===== config.mk =====
export PLATFORM = sky130hd
export DESIGN_NAME = lane_rr_scheduler
export DESIGN_NICKNAME = d
export VERILOG_FILES = /design/src/rtl/lane_rr_scheduler.sv
export SDC_FILE = /design/constraint.sdc
export NUM_CORES = 1
export LEC_CHECK = 0
export BUFFER_PORTS_ARGS = -buffer_cell sky130_fd_sc_hd__buf_2
export CORE_UTILIZATION = 40
export DETAILED_ROUTE_END_ITERATION = 10
export PLACE_DENSITY = 0.68
export SKIP_LAST_GASP = 1
export SYNTH_ARGS = -nofsm -noshare
export SYNTH_HDL_FRONTEND = slang
export SYNTH_SLANG_ARGS = --single-unit

===== constraint.sdc =====
create_clock -name clk_4f -period 3 [get_ports clk_4f]
set_clock_uncertainty 0.1 [all_clocks]
set_input_delay 0.6 -clock clk_4f [delete_from_list [all_inputs] [get_ports clk_4f]]
set_output_delay 0.6 -clock clk_4f [all_outputs]
set_load 0.05 [all_outputs]

===== src/rtl/lane_rr_scheduler.sv =====
// lane_rr_scheduler
//
// Round-robin serializer for four lane queues. The scheduler grants one lane
// at a time and takes a burst of up to MAX_BURST words from it onto a single
// 8-bit output. Every burst is followed by at least one IDLE_SYM cycle. The
// search for the next lane starts at the lane after the one granted last.
//
// Handshake: a lane word moves when that lane's pop strobe is high in a cycle.
// The pop strobe is combinational and is only raised when three things hold
// in that cycle: out_ready is high, the lane's valid is high, and the burst
// budget allows another word. The word appears on data_out with valid_out=1
// after the next rising edge. While out_ready is low during a burst, every
// output and all internal state hold.
//
// Ports
//   clk_4f                     : clock, rising edge
//   reset                      : asynchronous, active-high
//   data_0p..data_3p   [7:0]   : per-lane head-of-queue data
//   valid_0p..valid_3p         : per-lane data available
//   out_ready                  : downstream accepts a word this cycle
//   pop_0p..pop_3p             : combinational dequeue strobes (at most one high)
//   data_out           [7:0]   : registered lane word, or IDLE_SYM
//   valid_out                  : registered, data_out carries lane data
//   grant              [1:0]   : registered index of current / most recent lane
//   idle_out                   : high while the FSM is in IDLE (state visibility)

module lane_rr_scheduler #(
    parameter logic [7:0] IDLE_SYM  = 8'hBC,
    parameter int         MAX_BURST = 4
) (
    input  logic       clk_4f,
    input  logic       reset,
    input  logic [7:0] data_0p,
    input  logic [7:0] data_1p,
    input  logic [7:0] data_2p,
    input  logic [7:0] data_3p,
    input  logic       valid_0p,
    input  logic       valid_1p,
    input  logic       valid_2p,
    input  logic       valid_3p,
    input  logic       out_ready,
    output logic       pop_0p,
    output logic       pop_1p,
    output logic       pop_2p,
    output logic       pop_3p,
    output logic [7:0] data_out,
    output logic       valid_out,
    output logic [1:0] grant,
    output logic       idle_out
);

    localparam logic [3:0] MAX_CNT = 4'(MAX_BURST);

    typedef enum logic {
        IDLE = 1'b0,
        SEND = 1'b1
    } state_t;

    state_t     state;
    logic [1:0] last_grant;
    logic [3:0] burst_cnt;

    logic [3:0] valid_vec;
    logic [1:0] sel_lane;
    logic       sel_found;
    logic [1:0] pop_lane;
    logic       do_pop;
    logic [7:0] pop_data;
    logic [3:0] pop_vec;

    assign valid_vec = {valid_3p, valid_2p, valid_1p, valid_0p};

    // Round-robin search: try last_grant+1, +2, +3, then last_grant itself.
    always_comb begin
        sel_lane  = last_grant;
        sel_found = 1'b0;
        for (int k = 1; k <= 4; k++) begin
            logic [1:0] cand;
            cand = last_grant + 2'(k);
            if (!sel_found && valid_vec[cand]) begin
                sel_lane  = cand;
                sel_found = 1'b1;
            end
        end
    end

    // Pop decision. In SEND only the granted lane is considered, so valids on
    // other lanes have no effect until the burst ends. Reset masks all pops.
    always_comb begin
        do_pop   = 1'b0;
        pop_lane = grant;
        if (!reset) begin
            case (state)
                IDLE: begin
                    if (out_ready && sel_found) begin
                        do_pop   = 1'b1;
                        pop_lane = sel_lane;
                    end
                end
                SEND: begin
                    if (out_ready && valid_vec[grant] && (burst_cnt < MAX_CNT)) begin
                        do_pop   = 1'b1;
                        pop_lane = grant;
                    end
                end
                default: begin
                    do_pop   = 1'b0;
                    pop_lane = grant;
                end
            endcase
        end
    end

    always_comb begin
        case (pop_lane)
            2'd0:    pop_data = data_0p;
            2'd1:    pop_data = data_1p;
            2'd2:    pop_data = data_2p;
            default: pop_data = data_3p;
        endcase
    end

    always_comb begin
        pop_vec = 4'b0000;
        if (do_pop) pop_vec[pop_lane] = 1'b1;
    end

    assign pop_0p = pop_vec[0];
    assign pop_1p = pop_vec[1];
    assign pop_2p = pop_vec[2];
    assign pop_3p = pop_vec[3];

    assign idle_out = (state == IDLE);

    // last_grant resets to 3 so the first search after reset starts at lane 0.
    always_ff @(posedge clk_4f or posedge reset) begin
        if (reset) begin
            state      <= IDLE;
            last_grant <= 2'd3;
            burst_cnt  <= 4'd0;
            grant      <= 2'd0;
            data_out   <= IDLE_SYM;
            valid_out  <= 1'b0;
        end else begin
            case (state)
                IDLE: begin
                    if (do_pop) begin
                        grant     <= pop_lane;
                        data_out  <= pop_data;
                        valid_out <= 1'b1;
                        burst_cnt <= 4'd1;
                        state     <= SEND;
                    end else begin
                        data_out  <= IDLE_SYM;
                        valid_out <= 1'b0;
                    end
                end
                SEND: begin
                    // out_ready low is a stall: nothing changes.
                    if (out_ready) begin
                        if (do_pop) begin
                            data_out  <= pop_data;
                            valid_out <= 1'b1;
                            burst_cnt <= burst_cnt + 4'd1;
                        end else begin
                            // Burst over (budget spent or lane ran dry); the
                            // IDLE cycle guarantees the separating IDLE_SYM.
                            state      <= IDLE;
                            data_out   <= IDLE_SYM;
                            valid_out  <= 1'b0;
                            last_grant <= grant;
                            burst_cnt  <= 4'd0;
                        end
                    end
                end
                default: begin
                    state     <= IDLE;
                    data_out  <= IDLE_SYM;
                    valid_out <= 1'b0;
                end
            endcase
        end
    end

endmodule


# Word-level counts from Yosys, hierarchy flattened
# Cells that the tools add are included.
dict set report totals {
  register_bits 18
  latchBits 0
  ramBits 0
  romBits 0
  in_bits 39
  output_inout_bits 16
  word_cells 79
  memories 0
}
dict set report op_classes {
  add_sub_neg 4
  mul 0
  div 0
  n_lt_le_gt_ge 8
  n_eq_ne 4
  shift 0
  muxes 41
  bitwise 2
  reduce_logical 14
}
# operator n
set op_table {}
lappend op_table {{$pmux 8 s3} 1}
lappend op_table {{$lt 2x3->1 const B} 6}
lappend op_table {{$mux 1} 16}
lappend op_table {{$mux 4} 4}
lappend op_table {{$mux 8} 2}
lappend op_table {{$pmux 8 s2} 1}
lappend op_table {{$mux 2} 6}
lappend op_table {{$bmux 1 s2} 5}
lappend op_table {{$pmux 4 s2} 1}
lappend op_table {{$logic_and 1x1->1} 7}
lappend op_table {{$pmux 1 s2} 3}
lappend op_table {{$add 2x2->2 const B} 2}
lappend op_table {{$add 4x1->4 const B} 1}
lappend op_table {{$lt 4x3->1 const B} 1}
lappend op_table {{$pmux 2 s2} 1}
lappend op_table {{$reduce_and 2->1} 2}
lappend op_table {{$logic_not 1->1} 3}
lappend op_table {{$reduce_and 3->1} 1}
lappend op_table {{$add 2x1->2 const B} 1}
lappend op_table {{$demux 1 s2} 1}
lappend op_table {{$eq 2x1->1 const B} 1}
lappend op_table {{$eq 2x2->1 const B} 1}
lappend op_table {{$ge 2x1->1 const B} 1}
lappend op_table {{$logic_not 2->1} 1}
lappend op_table {{3 further kinds} 4}

# Logic depth before layout (Yosys ltp)
dict set report logic_depth {
  depth_word 22
  mapped_depth 8
  ltp_nobuf 7
}

# Worst setup path before layout
# No wires, ideal clock.
dict set report synth_path {
  path_kind {input port to output port}
  start {in valid_2p}
  end {out pop_3p}
  arrival_ps 2295
  required_ps 2300
  path_slack_ps 5
  path_stages 6
  n_path_buf 1
  path_cell_list {or4_4 > o211ai_1 > o32a_2 > buf_6 > nor2b_1 > and2_1}
}
dict set report synth_between {
  elab_chain_len 21
  elab_cells_between_ends 40
  classes_between {order compare: 2; mux: 28; reduce/logical: 10}
}
# item line
set synth_rtl {}
lappend synth_rtl {{start, declared} 39} ;# input logic valid_2p,
lappend synth_rtl {{$bmux 1 s2} 80} ;# if (!sel_found && valid_vec[cand]) begin
lappend synth_rtl {{$mux 1 (not written as such)} 80}
lappend synth_rtl {{$mux 1} 80}
lappend synth_rtl {{$logic_not 1->1} 80}
lappend synth_rtl {{$logic_and 1x1->1} 80}
lappend synth_rtl {{$mux 1} 80}
lappend synth_rtl {{$logic_not 1->1} 80}
lappend synth_rtl {{$logic_and 1x1->1} 80}
lappend synth_rtl {{(+5 left out)} -}
lappend synth_rtl {{$mux 2} 95} ;# if (out_ready && sel_found) begin
lappend synth_rtl {{$pmux 2 s2} 93} ;# case (state)
lappend synth_rtl {{$mux 2} 92} ;# if (!reset) begin
lappend synth_rtl {{$lt 2x3->1 (not written as such) or $ge 2x1->1 (tied branches)} 125} ;# if (do_pop) pop_vec[pop_lane] = 1'b1;
lappend synth_rtl {{$logic_and 1x1->1 (not written as such)} 125}
lappend synth_rtl {{$mux 1 (not written as such)} 125}
lappend synth_rtl {{$demux 1 s2} 125}
lappend synth_rtl {{$mux 4 (*)} 125}
lappend synth_rtl {{end, declared} 45} ;# output logic pop_3p,
# Mark *: on every way between the ends. The rest lies on a longest branch, timed or not. The select of a mux whose other input is x is not followed.

# Final worst setup path
dict set report layout_path {
  start {in valid_2p}
  end {out pop_1p}
}
dict set report layout_between {
  elab_chain_len 21
  elab_cells_between_ends 40
  classes_between {order compare: 2; mux: 28; reduce/logical: 10}
}
# item line
set layout_rtl {}
lappend layout_rtl {{$bmux 1 s2} 80}
lappend layout_rtl {{$mux 1 (not written as such)} 80}
lappend layout_rtl {{$mux 1} 80}
lappend layout_rtl {{$logic_not 1->1} 80}
lappend layout_rtl {{$logic_and 1x1->1} 80}
lappend layout_rtl {{$mux 1} 80}
lappend layout_rtl {{$logic_not 1->1} 80}
lappend layout_rtl {{$logic_and 1x1->1} 80}
lappend layout_rtl {{(+5 left out)} -}
lappend layout_rtl {{$mux 2} 95}
lappend layout_rtl {{$pmux 2 s2} 93}
lappend layout_rtl {{$mux 2} 92}
lappend layout_rtl {{$lt 2x3->1 (not written as such) or $ge 2x1->1 (tied branches)} 125}
lappend layout_rtl {{$logic_and 1x1->1 (not written as such)} 125}
lappend layout_rtl {{$mux 1 (not written as such)} 125}
lappend layout_rtl {{$demux 1 s2} 125}
lappend layout_rtl {{$mux 4 (*)} 125}
lappend layout_rtl {{end, declared} 43} ;# output logic pop_1p,
# Marks and branches as above.

==> results.sh <==
export IMPL_layout_nets=247
export IMPL_syn_avg_cell_area_sq_um=10.3
export IMPL_ant_nets=0
export IMPL_cts_root_buf="clkbuf_4"
export IMPL_ys_ff_latch=18
export IMPL_crit_path_start_kind="input pin"
export IMPL_clock_power_share_pct=10.2
export IMPL_cap_violations=0
export IMPL_final_cells=252
export IMPL_final_hold_violation_count=0
export IMPL_slew_viol_final=0
export IMPL_grt_first_pass_wirelength_um=5620
export IMPL_synthToLayoutAreaGrowth_pct=30.5
export IMPL_setup_ws_ns=0.0790
export IMPL_p_seq_share_pct=29.3
export IMPL_power_internal_uw=779
export IMPL_finalCriticalPeriod_ns=2.92
export IMPL_worst_slew_pin_slew_ns=0.690
export IMPL_drc=0
export IMPL_powerDensity_mw_per_mm2=802
export IMPL_routed_top_layer="met4"
export IMPL_crit_required_ns=2.30
export IMPL_cts_path_max_buffers=2
export IMPL_drt_iter0_drc=44
export IMPL_track_usage_pct=20.3
export IMPL_holdWs_ns=0.327
export IMPL_status="completed"
export IMPL_synth_area_sq_mm=0.00141
export IMPL_cts_tree="done"
export IMPL_final_setup_viol_count=0
export IMPL_io_buffer_count=54
export IMPL_dpl_cell_count=245
export IMPL_combPwrFrac_pct=60.5
export IMPL_wirelength_met1_um=1610
export IMPL_antenna_found_initial=0
export IMPL_critical_path_class="input pin to output pin"
export IMPL_grt_max_degree=19
export IMPL_path_buf_inv=2
export IMPL_path_delay_family="simple AND/OR/NAND/NOR gates"
export IMPL_yosysWarnings=0
export IMPL_p_sw_uw=694
export IMPL_yosysUniqueCellTypes=50
export IMPL_cpMaxStageDelayCell="or4_4"
export IMPL_drt_pass1_iterations=4
export IMPL_fin_crit_sh_pct=97.4
export IMPL_overflow=0
export IMPL_hpwlAfterDp_um=2850
export IMPL_crit_path_end_kind="output pin"
export IMPL_synth_nets=177
export IMPL_rsz0062_at_grt="false"
export IMPL_switching_share_pct=47.1
export IMPL_die_h_um=61.3
export IMPL_wl_um=3550
export IMPL_antenna_cells=0
export IMPL_initial_core_util_pct=41.9
export IMPL_max_freq_ghz=0.342
export IMPL_numCtsBuffers=3
export IMPL_grt_pass1_vias=1275
export IMPL_io_pins=55
export IMPL_vias_per_cell=5.44
export IMPL_cts_sinks=18
export IMPL_arrival_ns=2.22
export IMPL_rows=21
export IMPL_syn_inst=137
export IMPL_gp_congestion=0.838
export IMPL_seq_area_frac_synth_pct=32.6
export IMPL_cp_max_fo=5
export IMPL_clk_pin_slew_worst_paths_ns=0.10
export IMPL_drive_gt1_share_pct=48.5
export IMPL_dp_slack_ns=0.0100
export IMPL_placeableCoreArea_sq_mm=0.00336
export IMPL_cpPeakStageDelay_ns=0.55
export IMPL_path_cells="buf_2, or4_4, and2_4, o32a_2, nor2b_2, and2_2, buf_2"
export IMPL_fp_dieW_um=61.3
export IMPL_wl_met2_um=1750
export IMPL_hold_path_class="input pin to async pin"
export IMPL_max_slew_margin_pct=54.0
export IMPL_irDropWorstVdd_mv=0.383
export IMPL_vias=1370
export IMPL_clk_latency_ns=0.29
export IMPL_fin_tns_setup_ns=0
export IMPL_p_leak_nw=0.872
export IMPL_post_drt_wl_per_cell_um=14.1
export IMPL_htree_levels=1
export IMPL_met3_length_um=160
export IMPL_fp_dieArea_sq_mm=0.00376
export IMPL_crit_path_frequent_cell="buf_2"
==> layout by cell type, fill, tap and decap left out, types with 2 or more instances in the layout <==
cell,n
buf_4,14
nand3_1,5
a221oi_1,4
clkbuf_4,3
mux2_1,2
and2_1,5
dfstp_2,7
a21oi_1,4
a22oi_2,3
dfrtp_1,11
a32o_1,2
and3b_1,2
mux2_2,2
nor3_1,4
mux2i_1,15
a31o_1,4
o211ai_1,2
and2_2,2
a22oi_1,4
nand2_1,13
buf_2,54
nor2_1,7
nand2b_1,4
and2_4,2
inv_1,3
==> path summary, 6_finish.rpt <==
path | from | end | slack, ns | cells past startpoint
min reg2reg | valid_out$_DFFE_PP0P_ | valid_out$_DFFE_PP0P_ | 0.39 | 2
min in group clk_4f | valid_out$_DFFE_PP0P_ | valid_out$_DFFE_PP0P_ | 0.39 | 2
max | valid_2p | pop_1p | 0.08 | 7
min | reset | burst_cnt[2]$_DFFE_PP0P_ | 0.33 | 2
max in group asynchronous | reset | grant[1]$_DFFE_PP0P_ | 2.04 | 2
max reg2reg | last_grant[0]$_DFFE_PP1P_ | data_out[4]$_DFFE_PP1P_ | 0.79 | 8
==> per-layer routing <==
layer  vias to the layer above  global-route usage, %
met5                         -                      0
met4                         0                   5.52
met3                         4                   5.67
met2                        40                   32.8
met1                       659                   26.7
li1                        667                      -
==> Yosys cell counts, drive strengths merged <==
library cell	n	area share [%]
nor3b	2	1.4
o311ai	1	1.2
o32a	1	0.80
a41o	1	0.71
mux4	1	1.9
ha	1	0.89
and3b	2	1.2
or2b	1	0.53
a221oi	4	2.5
or2	1	0.44
inv	4	1.6
o21ai	2	0.71
o22ai	1	1.4
buf	3	3.0
nor2b	2	0.89
nor3	4	1.4
a32o	2	1.4
a22oi	7	4.8
o211a	1	0.71
a31o	4	2.5
dfrtp	11	20
or3b	1	0.62
nand3	5	1.8
and2	9	4.5
o211ai	2	1.1
dfstp	7	13
mux2	4	3.2
and3	1	0.44
nand2	14	3.9
a21oi	5	2.6
o2111ai	1	0.62
a31oi	2	2.0
mux2i	15	11
o21a	1	0.53
nand2b	4	1.8
a21o	1	0.53
nor2	8	2.3
or4	1	0.80
==> flip-flops by register name, summed over array words and instances (netlist names) <==
signal	count
grant	2
state	1
last_grant	2
valid_out	1
data_out	8
burst_cnt	4
==> area by class of cell <==
type / instances / area, sq um
Fill cell: 334 / 1530
Multi-Input combinational cell: 112 / 886
Sequential cell: 18 / 459
Timing Repair Buffer: 68 / 375
Tap cell: 46 / 57.6
Clock buffer: 4 / 36.3
Inverter: 4 / 22.5
==> power by group through the flow <==
stage	clock network [mW]	registers (mW)	logic, mW
finish	0.151	0.431	0.891
CTS	0.155	0.431	0.866
detailed placement	0	0.436	0.865
global route	0.165	0.444	0.964
floorplan	0	0.581	0.532
global placement	0	0.431	0.850
==> metrics by stage <==
| step | utilization (%) | area, sq um | power [mW] |
|---|---|---|---|
| 2_1_floorplan | - | 1410 | 1.11 |
| 3_3_place_gp | 52.8 | 1780 | 1.28 |
| 3_5_place_dp | 52.8 | 1780 | 1.30 |
| 4_1_cts | 53.9 | 1810 | 1.45 |
| 6_report | 54.6 | 1840 | 1.47 |
| 5_1_grt | 54.6 | 1840 | 1.57 |
==> what timing repair did <==
action	CTS	global route
buffers inserted	0	3
hold buffers	0	0
endpoints found under the hold margin	0	0
gates resized for setup	0	1
endpoints found under the setup margin	0	3
==> logic make-up (layout without fill, tap and decap cells) <==
family,Yosys count,after routing,synth area share (%)
AO/OA/AOI/OAI,36,36,24.0
flip-flops,18,18,32.6
multiplexers,20,20,15.7
adder cells (fa/ha/maj),1,1,0.889
buffers and inverters,7,76,4.62
AND/OR/NAND/NOR,55,55,22.1
Power figures use the tool's default switching activity.
